File: src/rtl/conf_int_mul_pkg.sv
// conf_int_mul_pkg: shared widths, mode encodings and result-width helper
package conf_int_mul_pkg;
  localparam int DEF_OP_BITWIDTH = 32;
  localparam int DEF_DATA_PATH_BITWIDTH = 32;
  localparam int DEF_APX_BITS = DEF_OP_BITWIDTH / 4;
  localparam logic ACC_SEL_ACCURATE = 1'b1;
  localparam logic ACC_SEL_APPROX = 1'b0;
  function automatic int res_width(input int dp);
    return 2 * dp;
  endfunction
endpackage

File: src/rtl/conf_int_mul_core.sv
// conf_int_mul_core: combinational signed multiplier, partial-product rows reduced by a binary adder tree
module conf_int_mul_core
  import conf_int_mul_pkg::*;
#(
  parameter int OP_BITWIDTH = DEF_OP_BITWIDTH,
  parameter int DATA_PATH_BITWIDTH = DEF_DATA_PATH_BITWIDTH,
  parameter int APX_BITS = DEF_APX_BITS
) (
  input  logic [OP_BITWIDTH-1:0] a,
  input  logic [OP_BITWIDTH-1:0] b,
  input  logic sel,
  output logic [res_width(DATA_PATH_BITWIDTH)-1:0] d
);
  localparam int N = DATA_PATH_BITWIDTH;
  localparam int W = res_width(N);
  localparam int P = 1 << $clog2(N);
  logic signed [OP_BITWIDTH-1:0] am, bm;
  logic signed [N-1:0] x, y;
  logic signed [W-1:0] xe;
  logic [W-1:0] node [1:2*P-1];
  assign am = sel == ACC_SEL_ACCURATE ? a : {a[OP_BITWIDTH-1:APX_BITS], {APX_BITS{1'b0}}};
  assign bm = sel == ACC_SEL_ACCURATE ? b : {b[OP_BITWIDTH-1:APX_BITS], {APX_BITS{1'b0}}};
  assign x = N'(am);
  assign y = N'(bm);
  assign xe = W'(x);
  // the multiplier's sign bit carries weight -2^(N-1), so its row is negated
  for (genvar j = 0; j < P; j++) begin : g_pp
    if (j < N - 1) begin : g_pos
      assign node[P+j] = y[j] ? xe << j : '0;
    end else if (j == N - 1) begin : g_neg
      assign node[P+j] = y[j] ? (-xe) << j : '0;
    end else begin : g_pad
      assign node[P+j] = '0;
    end
  end
  for (genvar k = 1; k < P; k++) begin : g_tree
    assign node[k] = node[2*k] + node[2*k+1];
  end
  assign d = node[1];
endmodule

File: src/rtl/conf_int_mul_wrapper.sv
// conf_int_mul_wrapper: registers operands and mode, product follows combinationally from the core
module conf_int_mul_wrapper
  import conf_int_mul_pkg::*;
#(
  parameter int OP_BITWIDTH = DEF_OP_BITWIDTH,
  parameter int DATA_PATH_BITWIDTH = DEF_DATA_PATH_BITWIDTH,
  parameter int APX_BITS = DEF_APX_BITS
) (
  input  logic clk,
  input  logic rst,
  input  logic [OP_BITWIDTH-1:0] a,
  input  logic [OP_BITWIDTH-1:0] b,
  input  logic acc__sel,
  output logic [res_width(DATA_PATH_BITWIDTH)-1:0] d
);
  logic [OP_BITWIDTH-1:0] a_q, b_q;
  logic sel_q;
  always_ff @(posedge clk) begin
    a_q <= !rst ? '0 : a;
    b_q <= !rst ? '0 : b;
    sel_q <= !rst ? ACC_SEL_ACCURATE : acc__sel;
  end
  conf_int_mul_core #(
    .OP_BITWIDTH(OP_BITWIDTH),
    .DATA_PATH_BITWIDTH(DATA_PATH_BITWIDTH),
    .APX_BITS(APX_BITS)
  ) u_core (
    .a(a_q),
    .b(b_q),
    .sel(sel_q),
    .d(d)
  );
endmodule

File: config.mk
export PLATFORM = sky130hd
export DESIGN_NAME = conf_int_mul_wrapper
export DESIGN_NICKNAME = d
export VERILOG_FILES = /design/src/rtl/conf_int_mul_pkg.sv /design/src/rtl/conf_int_mul_core.sv /design/src/rtl/conf_int_mul_wrapper.sv
export SDC_FILE = /design/constraint.sdc
export NUM_CORES = 2
export LEC_CHECK = 0
export ABC_AREA = 1
export CORE_MARGIN = 4
export CORE_UTILIZATION = 30
export DETAILED_ROUTE_END_ITERATION = 10
export PLACE_DENSITY = 0.54
export SETUP_SLACK_MARGIN = 0.15
export SLEW_MARGIN = 20
export SYNTH_ARGS = -nofsm -noshare
export SYNTH_HDL_FRONTEND = slang
export SYNTH_HIERARCHICAL = 1
export SYNTH_SLANG_ARGS = --single-unit
File: constraint.sdc
create_clock -name clk -period 11.3 [get_ports clk]
set_input_delay 2.26 -clock clk [delete_from_list [all_inputs] [get_ports clk]]
set_output_delay 2.26 -clock clk [all_outputs]
set_load 0.01 [all_outputs]
# Word-level counts from Yosys, hierarchy flattened
# Cells that the tools add are included.
[totals] ff_bits=65 word_cells=69 out_inout_bits=64 input_bits=67
[op_classes] add_sub_neg=32 muxes=34
[op_table] operator="64-bit 2-to-1 mux" n=32
[op_table] operator="64-bit adder" n=31
[op_table] operator="33-bit negation" n=1
[op_table] operator="8-bit 2-to-1 mux" n=2

# Logic depth before layout (Yosys ltp)
[logic_depth] word_depth=8 ltp_mapped=37 depth_no_buf=36

# By module
# Netlist, hierarchy kept.
[modules_own_cells] module="conf_int_mul_core" instances=1 seq_area_each_um2=0.0 cells_each=4533 area_each_um2=36999.2
[modules_own_cells] module="conf_int_mul_wrapper" instances=1 seq_area_each_um2=1301.2 cells_each=202 area_each_um2=1858.0

# Worst setup path after synthesis
# No wires, ideal clock.
[synth_timing] path_kind="reg2out" from="register sel_q" to="output port d[53]" path_buffers=2 t_required_ps=9040 stages_incl_launch_ff=27 setup_slack_ps=1821 arrival_time_ps=7219 path_cell_list="dfxtp_1 buf_6 buf_2 nand2_1 nor2_1 fa_1 inv_1 fa_1 inv_1 fa_1 fa_1 inv_1 fa_1 fa_1 fa_1 fa_1 inv_1 ha_1 nand2_1 nor2_1 inv_1 nor2_1 nand2_1 nor3_1 nand2_1 nand3_1 xor2_1"
[synth_via] elab_chain_cells=8 elab_cells_between_ends=66 cone_classes="32 x add/sub; 34 x mux"
[synth_lines] item="start, declared" line="conf_int_mul_wrapper.sv:17" text="logic sel_q;"
[synth_lines] item="start signal, assigned" line="conf_int_mul_wrapper.sv:21" text="sel_q <= !rst ? ACC_SEL_ACCURATE : acc__sel;"
[synth_lines] item="8-bit 2-to-1 mux" line="conf_int_mul_core.sv:21" text="assign am = sel == ACC_SEL_ACCURATE ? a : {a[OP_BITWIDTH-1:APX_BITS], {APX_BITS{1'b0}}};"
[synth_lines] item="33-bit negation" line="conf_int_mul_core.sv:31" text="assign node[P+j] = y[j] ? (-xe) << j : '0;"
[synth_lines] item="64-bit 2-to-1 mux" line="conf_int_mul_core.sv:31"
[synth_lines] item="64-bit adder (4 in series)" line="conf_int_mul_core.sv:37" text="assign node[k] = node[2*k] + node[2*k+1];"
[synth_lines] item="64-bit adder *" line="conf_int_mul_core.sv:37"
[synth_lines] item="end, declared" line="conf_int_mul_wrapper.sv:14" text="output logic [res_width(DATA_PATH_BITWIDTH)-1:0] d"
# Mark *: on every way between the ends. The rest lies on a longest branch, timed or not.

# Worst setup path in the final report
[layout_timing] from="register a_q[30]" to="output port d[34]"
[layout_via] elab_chain_cells=6 elab_cells_between_ends=13 cone_classes="8 x add/sub; 5 x mux"
[layout_lines] item="start, declared" line="conf_int_mul_wrapper.sv:16" text="logic [OP_BITWIDTH-1:0] a_q, b_q;"
[layout_lines] item="start signal, assigned" line="conf_int_mul_wrapper.sv:19" text="a_q <= !rst ? '0 : a;"
[layout_lines] item="64-bit 2-to-1 mux" line="conf_int_mul_core.sv:29" text="assign node[P+j] = y[j] ? xe << j : '0;"
[layout_lines] item="64-bit adder (2 in series)" line="conf_int_mul_core.sv:37"
[layout_lines] item="64-bit adder * (3 in series)" line="conf_int_mul_core.sv:37"
# Marks and branches as above.

==> impl_metrics.py <==
metrics = {
    "global_route": {
        "grt.met2_usage": 0.334,
        "grt_max_degree": 40,
        "grt.total_usage": 0.195,
        "busiest_layer": "met2",
        "grtUsageMet1": 0.258,
        "grt_first_pass_wirelength_microns": 200000,
        "use_met3": 0.0302,
        "overflow": 0,
        "grt_antenna_before_repair": 6,
        "grt_pass1_vias": 32700,
    },
    "timing": {
        "clock.fmax_mhz": 90.6,
        "slew_violations": 0,
        "holdWs_ns": 2.23,
        "rsz0062_at_grt": "yes",
        "relSlewSlack": 0.414,
        "period_share": 0.976,
        "hold_viol_final": 0,
        "setup-violations-final": 0,
        "tightest_slew_ns": 0.878,
        "fin_tns_setup_ns": 0,
        "min_period_ns": 11.03,
    },
    "synth": {
        "ys_seq_area_frac": 0.0335,
        "syn_inst": 4735,
        "synth-async-reset-ratio": 0,
        "synth_edf_count": 0,
        "synth_nets": 6040,
        "ys_warn_count": 6,
        "ys_ff_latch": 65,
        "synth_flop_cell": "dfxtp_1",
        "yosys.cell_types.count": 44,
        "syn_area_per_cell_sq_um": 8.21,
        "syn_area_sq_um": 38900,
    },
    "power": {
        "power.share.clock": 0.026,
        "irDropWorstVdd_uv": 633,
        "leakagePower_nw": 20.8,
        "pwr-share-comb": 0.952,
        "power_switching_mw": 7.53,
        "p_int_mw": 5.30,
        "seq_power_share": 0.022,
        "switching_share": 0.587,
        "power_density_nw_per_um2": 298,
    },
    "routing": {
        "postRouteAntennaNets": 0,
        "drtIter0Drc": 2079,
        "wl_per_cell_microns": 19.8,
        "num_vias": 30000,
        "routed_wl_microns": 129000,
        "vias_per_cell": 4.59,
        "drt_pass1_iterations": 6,
        "drc": 0,
    },
    "clock_network": {
        "root_buffer": "clkbuf_16",
        "hold_buffers": 0,
        "cts_buffers": 9,
        "clk_pin_slew_ns": 0.07,
        "clock_sinks": 65,
        "clockBufferDepth": 2,
        "cts.htree.levels": 3,
        "cts_tree": "yes",
    },
    "job": {
        "cap_violations": 0,
    },
    "min_path": {
        "whs_path_depth": 3,
        "hold_end": "a_q[27]",
        "holdCritStartpoint": "rst",
        "hold_path.class": "input pin to flop",
    },
    "placement": {
        "routabilityCongestion": 0.941,
        "hpwl_microns": 114000,
        "port_buffers": 130,
    },
    "floorplan": {
        "die_area_sq_um": 135000,
        "die_x_microns": 368,
        "rows": 131,
        "initial_core_util": 0.303,
        "ios": 131,
        "coreArea_sq_um": 128000,
        "die_height_microns": 368,
    },
    "finish": {
        "fin_nets": 6099,
        "final_cell_mix": "inv_1, nand2_1, fa_1",
        "layout_commonest_cell": "inv_1",
        "drive_gt1_frac": 0.0454,
        "final_util": 0.336,
        "syn_to_final_growth_pct": 10.8,
    },
    "worst_setup_path": {
        "cp_max_fo": 17,
        "crit_path_start_kind": "flop",
        "endpoint_kind": "output port",
        "cp_data_arrival_time_ns": 8.77,
        "path_class": "flop to output port",
        "critPathRequiredTime_ns": 9.04,
    },
    "run_status": {
        "status": "finished, final reports clean",
    },
}
==> kinds of logic (layout without fill, tap and decap cells) <==
logic type / count (synthesis) / after routing / synth area share
AO/OA/AOI/OAI: 212 / 212 / 0.0298
XOR/XNOR: 57 / 57 / 0.0128
adder cells (fa/ha/maj): 1238 / 1238 / 0.609
buffers and inverters: 1590 / 1654 / 0.155
flip-flops: 65 / 65 / 0.0335
other: 0 / 1 / 0
AND/OR/NAND/NOR: 1573 / 1573 / 0.160
==> synth_stat cells (3+ instances only) <==
| library cell | instances | area (sq um) |
|---|---|---|
| a21o_1 | 9 | 67.6 |
| a21oi_1 | 94 | 470 |
| a31oi_1 | 13 | 81.3 |
| buf_1 | 16 | 60.1 |
| buf_2 | 3 | 15.0 |
| buf_6 | 8 | 90.1 |
| clkbuf_1 | 173 | 649 |
| clkinv_1 | 6 | 22.5 |
| dfxtp_1 | 65 | 1300 |
| fa_1 | 1088 | 21800 |
| ha_1 | 150 | 1880 |
| inv_1 | 1381 | 5180 |
| nand2_1 | 1147 | 4310 |
| nand2_2 | 10 | 62.6 |
| nand3_1 | 65 | 325 |
| nand4_1 | 17 | 106 |
| nor2_1 | 299 | 1120 |
| nor2_2 | 4 | 25.0 |
| nor3_1 | 12 | 60.1 |
| nor4_1 | 3 | 18.8 |
| o21a_1 | 4 | 30.0 |
| o21ai_0 | 72 | 360 |
| o21bai_1 | 12 | 90.1 |
| xnor2_1 | 15 | 131 |
| xor2_1 | 42 | 368 |
==> power groups by stage <==
stage / clock (mW) / sequential [mW] / combinational (mW)
floorplan: 0 / 0.253 / 6.64
detailed placement: 0 / 0.285 / 12.0
CTS: 0.339 / 0.280 / 12.1
global placement: 0 / 0.286 / 12.0
finish: 0.328 / 0.283 / 12.2
global route: 0.345 / 0.284 / 13.3
==> stage by stage <==
| step | std cells | setup slack, ns | area (sq um) | total power, mW |
|---|---|---|---|---|
| 6_report | 6529 | 0.266 | 43000 | 12.8 |
| 3_3_place_gp | 6505 | 0.200 | 42500 | 12.3 |
| 5_1_grt | 6529 | 0.0302 | 43000 | 14.0 |
| 3_5_place_dp | 6505 | 0.213 | 42500 | 12.2 |
| 2_1_floorplan | 4735 | 1.82 | 38900 | 6.89 |
| 4_1_cts | 6523 | 0.173 | 42800 | 12.7 |
==> repair_timing <==
item                                    in CTS  in global routing
buffers inserted                             2                  5
pin swaps                                    0                  6
endpoints found under the setup margin      17                 23
resized for setup                            9                 55
==> state kept, by name, summed over array words and instances (netlist names) <==
| register | count |
|---|---|
| a_q | 32 |
| b_q | 32 |
| sel_q | 1 |
==> how the worst max path moves through the flow <==
| stage | start | slack (ns) | to |
|---|---|---|---|
| 5_1_grt | sel_q | 0.03 | d[63] |
| 3_5_place_dp | sel_q | 0.21 | d[42] |
| 4_1_cts | sel_q | 0.17 | d[45] |
| 2_1_floorplan | sel_q | 1.82 | d[53] |
| 6_report | a_q[30] | 0.27 | d[34] |
| 3_3_place_gp | sel_q | 0.20 | d[42] |
==> cell type report <==
type	instances	area, sq um
diodes	1	2.50
clock buffers	9	225
clock inverters	7	82.6
fillers	13700	85100
inverters	1389	5250
multi-input cells	3080	31700
flip-flops and latches	65	1320
well taps	1729	2160
repair buffers	249	2310
==> critical path, stage by stage, from the launching register on <==
cell,delay [ns]
dfxtp_1,0.86
buf_12,0.26
nand2_1,0.11
fa_1,0.55
inv_1,0.05
fa_1,0.48
fa_1,0.54
fa_1,0.55
fa_1,0.51
inv_1,0.05
fa_1,0.53
inv_1,0.05
fa_1,0.47
inv_1,0.07
fa_1,0.56
inv_1,0.08
ha_1,0.35
a21oi_1,0.33
o21ai_0,0.27
a21oi_1,0.25
o21ai_0,0.17
a21oi_1,0.34
xnor2_1,0.28
clkdlybuf4s50_1,0.63
==> metal layers <==
metal  part of all wire  wire [microns]
met3              0.063            8180
met2               0.49           63900
met5                  0               0
met1               0.42           54000
met4              0.025            3260
(Power assumes the default switching activity.)
